### src/rtl/whackamole_pkg.sv
// Shared constants and helpers for the whack-a-mole tile (button front-end and game core).
package whackamole_pkg;

    // Default number of buttons / mole positions.
    localparam int N_BTN_DEF           = 4;
    // Default number of cycles a synchronized level must hold before acceptance.
    localparam int DEBOUNCE_CYCLES_DEF = 4;

    // Width of a button index; never below one bit so ports stay legal.
    function automatic int idx_width(input int n);
        return (n <= 2) ? 1 : $clog2(n);
    endfunction

    // Width of the debounce counter, which counts up to cycles-1.
    function automatic int cnt_width(input int cycles);
        return (cycles <= 2) ? 1 : $clog2(cycles);
    endfunction

endpackage

### src/rtl/whackamole_debounce.sv
// One button line: two-flop synchronizer followed by a counter-based debouncer.
module whackamole_debounce
    import whackamole_pkg::*;
#(
    parameter int DEBOUNCE_CYCLES = DEBOUNCE_CYCLES_DEF
) (
    input  logic clk,
    input  logic rst,
    input  logic btn_raw,
    output logic level
);

    localparam int CNT_W = cnt_width(DEBOUNCE_CYCLES);
    localparam logic [CNT_W-1:0] CNT_LAST = CNT_W'(DEBOUNCE_CYCLES - 1);

    logic             sync0_q;
    logic             sync1_q;
    logic             stable_q;
    logic             stable_d;
    logic [CNT_W-1:0] cnt_q;
    logic [CNT_W-1:0] cnt_d;

    // Synchronizer flops and debounce state registers.
    always_ff @(posedge clk or posedge rst) begin
        if (rst) begin
            sync0_q  <= 1'b0;
            sync1_q  <= 1'b0;
            stable_q <= 1'b0;
            cnt_q    <= '0;
        end else begin
            sync0_q  <= btn_raw;
            sync1_q  <= sync0_q;
            stable_q <= stable_d;
            cnt_q    <= cnt_d;
        end
    end

    // Count how long the synchronized level has disagreed with the accepted level.
    always_comb begin
        stable_d = stable_q;
        cnt_d    = cnt_q;
        if (sync1_q == stable_q) begin
            cnt_d = '0;
        end else if (cnt_q == CNT_LAST) begin
            stable_d = sync1_q;
            cnt_d    = '0;
        end else begin
            cnt_d = cnt_q + CNT_W'(1);
        end
    end

    assign level = stable_q;

endmodule

### src/rtl/whackamole_button_rx.sv
// Button return path: debounce every line, queue presses, hand out one hit at a time.
module whackamole_button_rx
    import whackamole_pkg::*;
#(
    parameter int N_BTN           = N_BTN_DEF,
    parameter int DEBOUNCE_CYCLES = DEBOUNCE_CYCLES_DEF
) (
    input  logic                        clk,
    input  logic                        rst,
    input  logic [N_BTN-1:0]            btn_raw,
    input  logic                        arm,
    input  logic                        flush,
    input  logic                        hit_ready,
    output logic                        hit_valid,
    output logic [idx_width(N_BTN)-1:0] hit_idx,
    output logic [N_BTN-1:0]            btn_level,
    output logic                        ovf,
    input  logic                        ovf_clr
);

    localparam int IDX_W = idx_width(N_BTN);

    logic [N_BTN-1:0] level;
    logic [N_BTN-1:0] level_q;
    logic [N_BTN-1:0] pending_q;
    logic [N_BTN-1:0] pending_d;
    logic             hit_valid_q;
    logic             hit_valid_d;
    logic [IDX_W-1:0] hit_idx_q;
    logic [IDX_W-1:0] hit_idx_d;
    logic             ovf_q;
    logic             ovf_d;

    logic [N_BTN-1:0] press_armed;
    logic [N_BTN-1:0] load_mask;
    logic [IDX_W-1:0] pick_idx;
    logic             pick_found;
    logic             load;
    logic             ovf_set;

    genvar gi;
    generate
        for (gi = 0; gi < N_BTN; gi++) begin : g_btn
            whackamole_debounce #(
                .DEBOUNCE_CYCLES (DEBOUNCE_CYCLES)
            ) u_debounce (
                .clk     (clk),
                .rst     (rst),
                .btn_raw (btn_raw[gi]),
                .level   (level[gi])
            );
        end
    endgenerate

    // Lowest-index pending press wins the output register.
    always_comb begin
        pick_found = 1'b0;
        pick_idx   = '0;
        for (int i = N_BTN - 1; i >= 0; i--) begin
            if (pending_q[i]) begin
                pick_found = 1'b1;
                pick_idx   = IDX_W'(i);
            end
        end
    end

    // Pending vector, output register and overflow next-state.
    always_comb begin
        press_armed = arm ? (level & ~level_q) : '0;
        load        = ~hit_valid_q | hit_ready;
        load_mask   = (load && pick_found) ? (N_BTN'(1) << pick_idx) : '0;
        pending_d   = pending_q;
        hit_valid_d = hit_valid_q;
        hit_idx_d   = hit_idx_q;
        ovf_set     = 1'b0;
        if (flush) begin
            // Flush drops everything queued, including a press arriving now.
            pending_d   = '0;
            hit_valid_d = 1'b0;
        end else begin
            // A bit being loaded this cycle is free again, so a new press there is not lost.
            pending_d = (pending_q & ~load_mask) | press_armed;
            ovf_set   = |(press_armed & pending_q & ~load_mask);
            if (load) begin
                hit_valid_d = pick_found;
                if (pick_found) begin
                    hit_idx_d = pick_idx;
                end
            end
        end
        ovf_d = ovf_set ? 1'b1 : (ovf_clr ? 1'b0 : ovf_q);
    end

    // Edge-detect history, queue and output state.
    always_ff @(posedge clk or posedge rst) begin
        if (rst) begin
            level_q     <= '0;
            pending_q   <= '0;
            hit_valid_q <= 1'b0;
            hit_idx_q   <= '0;
            ovf_q       <= 1'b0;
        end else begin
            level_q     <= level;
            pending_q   <= pending_d;
            hit_valid_q <= hit_valid_d;
            hit_idx_q   <= hit_idx_d;
            ovf_q       <= ovf_d;
        end
    end

    assign hit_valid = hit_valid_q;
    assign hit_idx   = hit_idx_q;
    assign btn_level = level;
    assign ovf       = ovf_q;

endmodule

### config.mk
export PLATFORM = sky130hd
export DESIGN_NAME = whackamole_button_rx
export DESIGN_NICKNAME = d
export VERILOG_FILES = /design/src/rtl/whackamole_pkg.sv /design/src/rtl/whackamole_debounce.sv /design/src/rtl/whackamole_button_rx.sv
export SDC_FILE = /design/constraint.sdc
export NUM_CORES = 1
export LEC_CHECK = 0
export BUFFER_PORTS_ARGS = -buffer_cell sky130_fd_sc_hd__buf_2
export CAP_MARGIN = 15
export CORE_ASPECT_RATIO = 0.6
export CORE_UTILIZATION = 50
export CTS_BUF_LIST = sky130_fd_sc_hd__clkbuf_2 sky130_fd_sc_hd__clkbuf_4 sky130_fd_sc_hd__clkbuf_8
export DETAILED_ROUTE_END_ITERATION = 12
export PLACE_DENSITY = 0.73
export SLEW_MARGIN = 20
export SYNTH_ARGS = -nofsm -noshare
export SYNTH_HDL_FRONTEND = slang
export SYNTH_HIERARCHICAL = 1
export SYNTH_SLANG_ARGS = --single-unit
### constraint.sdc
create_clock -name clk -period 1.25 [get_ports clk]
set_input_delay 0.3125 -clock clk [delete_from_list [all_inputs] [get_ports clk]]
set_output_delay 0.3125 -clock clk [all_outputs]
set_load 0.03 [all_outputs]
==> reports/qor.yml <==
grt:
  grt_pass1_wl_um: 3660
  grt_overflow: 0
  grt_pass1_vias: 820
  antenna_found_initial: 0
  grt_max_degree: 13
  track_usage_pct: 20.6
worst_setup_path:
  r2r_cells: 3
  cp_slowest_cell: "dfrtp_2"
  startpoint_type: "flip-flop"
  r2r-start: "pending_q[0]$_DFF_PP0_"
  endpoint_kind: "flip-flop"
  path_class: "reg2reg"
  cpPeakStageDelay_ps: 470
  r2r_slack_ps: -100
  crit_path_max_fanout: 8
  crit_chain: "o41ai_4 -> nor3_2 -> a221o_1"
  worstPathRequired_ps: 1410
  worstReg2RegEnd: "ovf$_DFFE_PP0P_"
  crit_arrival_ps: 1510
synth:
  synthMuxAreaShare_pct: 3.65
  yosys_warnings: 6
  synth_top_area_share_pct: 64.8
  ys.flop_type: "dfrtp_1"
  synth_edf_count: 0
  yosysTopAreaCell: "dfrtp_1"
  synth_top_family_by_area: "simple AND/OR/NAND/NOR gates"
  ys_seq_elements: 32
  synth_cells: 91
  synth_compound_area_share_pct: 8.00
  avgSynthCellArea_um2: 13.6
  async_reset_ff_share_pct: 100
  ys_seq_area_share_pct: 64.8
  synthXorXnorAreaFrac_pct: 2.84
  syn-cell-area_um2: 1230
  ys_top_cells_by_area: "dfrtp_1 (65%), ha_1 (4.1%), mux2_2 (3.6%), nor3_2 (3.2%), xnor2_1 (2.8%)"
  ys_types: 23
  synth_nets: 105
  synthAdderAreaFrac_pct: 4.05
  synth-simple-area-share_pct: 13.8
power:
  power_frac_seq_pct: 40.3
  switchingPower_w: 0.00118
  p_int_w: 0.00266
  ir_drop_v: 0.00116
  powerDensity_nw_per_um2: 2380
  power_w: 0.00385
  combPwrFrac_pct: 32.2
  switching_share_pct: 30.8
  p_leak_nw: 0.774
  clockPowerShare_pct: 27.5
clock_network:
  numCtsBuffers: 5
  cts_buffer_depth: 2
  clock_latency_ps: 280
  clk_pin_slew_ps: 70
  cts_tree: "yes"
  clock-sinks: 32
  h-tree-depth: 2
  clock-root-buffer: "clkbuf_8"
floorplan:
  std_cell_rows: 13
  die_w_um: 66.2
  pin_count: 18
  core_area_um2: 2240
  design.die.area_um2: 2680
  start_util_pct: 55.0
  die_height_um: 40.5
sta:
  worst_slew_pin_slew_ps: 465
  timing.final.ws_setup_ps: -95.8
  max_slew_margin_pct: 69.0
  finalSetupViolCount: 1
  rsz0062_at_grt: "true"
  fmax_mhz: 743
  finalHoldViolations: 0
  drv_slew: 0
  fin_skew_ps: 5.49
  finalCritPeriodShare_pct: 108
  period_minus_slack_ps: 1350
final_layout:
  area_growth_pct: 31.1
  nNetsFinal: 138
  fin_util_pct: 72.1
  drive_gt1_share_pct: 41.6
  num_antenna_cells: 0
  fillCellCount: 152
  final_area_um2: 1620
placed_design:
  dpl_cell_area_um2: 1410
  io_buffers: 17
  dpl.hpwl_um: 1480
  gp_congestion: 0.818
detailed_routing:
  routed_wirelength_um: 2340
  viasPerCell: 5.13
  dr.pass1.iters: 4
  drt-initial-drc-count: 57
  wl_per_cell_um: 15.1
  route.detailed.drc: 0
  drtAntennaViolNets: 0
  vias: 795
hold_path:
  whs_path_depth: 1
  hp-start: "btn_raw[2]"
  hold_path_class: "in2reg"
  hold_end: "g_btn[2].u_debounce/sync0_q$_DFF_PP0_"
outcome:
  status: "complete, but fails checks"
  violations: "negative setup slack"
run:
  drv_cap: 0
==> routing by layer <==
layer	track usage (%)	vias up	wire, µm
met5	0	-	0
met4	10.6	0	19
met3	7.10	2	100
met2	32.9	18	1190
met1	25.6	398	1040
li1	-	377	-
==> how the worst max path moves through the flow <==
stage / to / slack (ps) / cells past startpoint / from
floorplan: ovf$_DFFE_PP0P_ / -40 / 4 / hit_valid$_DFFE_PP0P_
global placement: ovf$_DFFE_PP0P_ / -30 / 3 / pending_q[0]$_DFF_PP0_
detailed placement: ovf$_DFFE_PP0P_ / -70 / 3 / pending_q[0]$_DFF_PP0_
CTS: ovf$_DFFE_PP0P_ / -60 / 3 / pending_q[0]$_DFF_PP0_
global route: ovf$_DFFE_PP0P_ / -150 / 3 / pending_q[0]$_DFF_PP0_
finish: ovf$_DFFE_PP0P_ / -100 / 3 / pending_q[0]$_DFF_PP0_
==> per-stage QoR <==
stage	setup TNS, ps	setup WS [ps]	std cells	hold slack [ps]
after floorplan	-42.3	-42.3	91	91.0
after global placement	-30.4	-30.4	144	255
after detailed placement	-69.5	-69.5	144	256
after CTS	-61.5	-55.3	153	130
after global routing	-212	-148	155	130
final	-95.8	-95.8	155	138
==> synthesized netlist by cell type, types with 2 or more instances <==
cell / count
a21oi_1: 6
dfrtp_1: 32
nor3_1: 3
o21ai_0: 3
nor2_1: 3
mux2_2: 4
inv_1: 8
nor3_2: 4
xnor2_1: 4
nand3b_1: 4
ha_1: 4
nand2_1: 2
nor2b_1: 4
==> layout make-up <==
class | instances | area, µm² | area share, %
Clock buffer | 7 | 96.3 | 5.95
Clock inverter | 1 | 30.0 | 1.85
Inverter | 8 | 30.0 | 1.85
Multi-Input combinational cell | 50 | 427 | 26.4
Sequential cell | 32 | 805 | 49.7
Tap cell | 30 | 37.5 | 2.32
Timing Repair Buffer | 27 | 194 | 12.0
==> cells in the final DEF (no fill, tap or decap), types with 2 or more instances in the layout <==
master,synthesis,layout
buf_6,0,5
inv_1,8,8
buf_2,1,12
mux2_2,4,4
buf_4,0,7
nor2_1,3,2
ha_1,4,4
nor2b_1,4,4
clkbuf_8,0,7
dfrtp_2,0,3
dfrtp_1,32,29
nand3b_1,4,4
nand2_1,2,2
nor3_2,4,6
clkbuf_4,0,2
xnor2_1,4,4
o21ai_0,3,3
a21oi_1,6,5
==> power by group through the flow <==
stage	Combinational (W)	Sequential, W	Clock, W
3_5_place_dp	0.00106	0.00155	0
6_report	0.00124	0.00155	0.00106
4_1_cts	0.00114	0.00156	0.00108
3_3_place_gp	0.00102	0.00154	0
2_1_floorplan	0.000490	0.00176	0
5_1_grt	0.00134	0.00160	0.00112
==> logic make-up after synthesis <==
logic type	Yosys count
buffers and inverters	9
adders and majority gates	4
DFF	32
AOI/OAI and AO/OA	14
and+or+nand+nor	24
muxes	4
xor gates and xnor gates	4
==> registers in the layout (all words and copies together), names as in the netlist <==
signal / count
g_btn.u_debounce/cnt_q: 8
g_btn.u_debounce/level: 4
g_btn.u_debounce/sync0_q: 4
g_btn.u_debounce/sync1_q: 4
level_q: 4
pending_q: 4
hit_idx: 2
hit_valid: 1
ovf: 1
==> critical path, delay by kind of cell (launching register included) <==
family / cells / cell delay (ps)
flops: 1 / 470
simple gates: 1 / 80
compound gates: 2 / 680
==> repair_timing <==
| item | in CTS | in global routing |
|---|---|---|
| endpoints found under the hold margin | 20 | 0 |
| gates resized for setup | 9 | 6 |
| buffers inserted | 1 | 2 |
| setup endpoints to repair | 4 | 6 |
| hold buffers | 1 | 0 |
(Power assumes the default switching activity.)
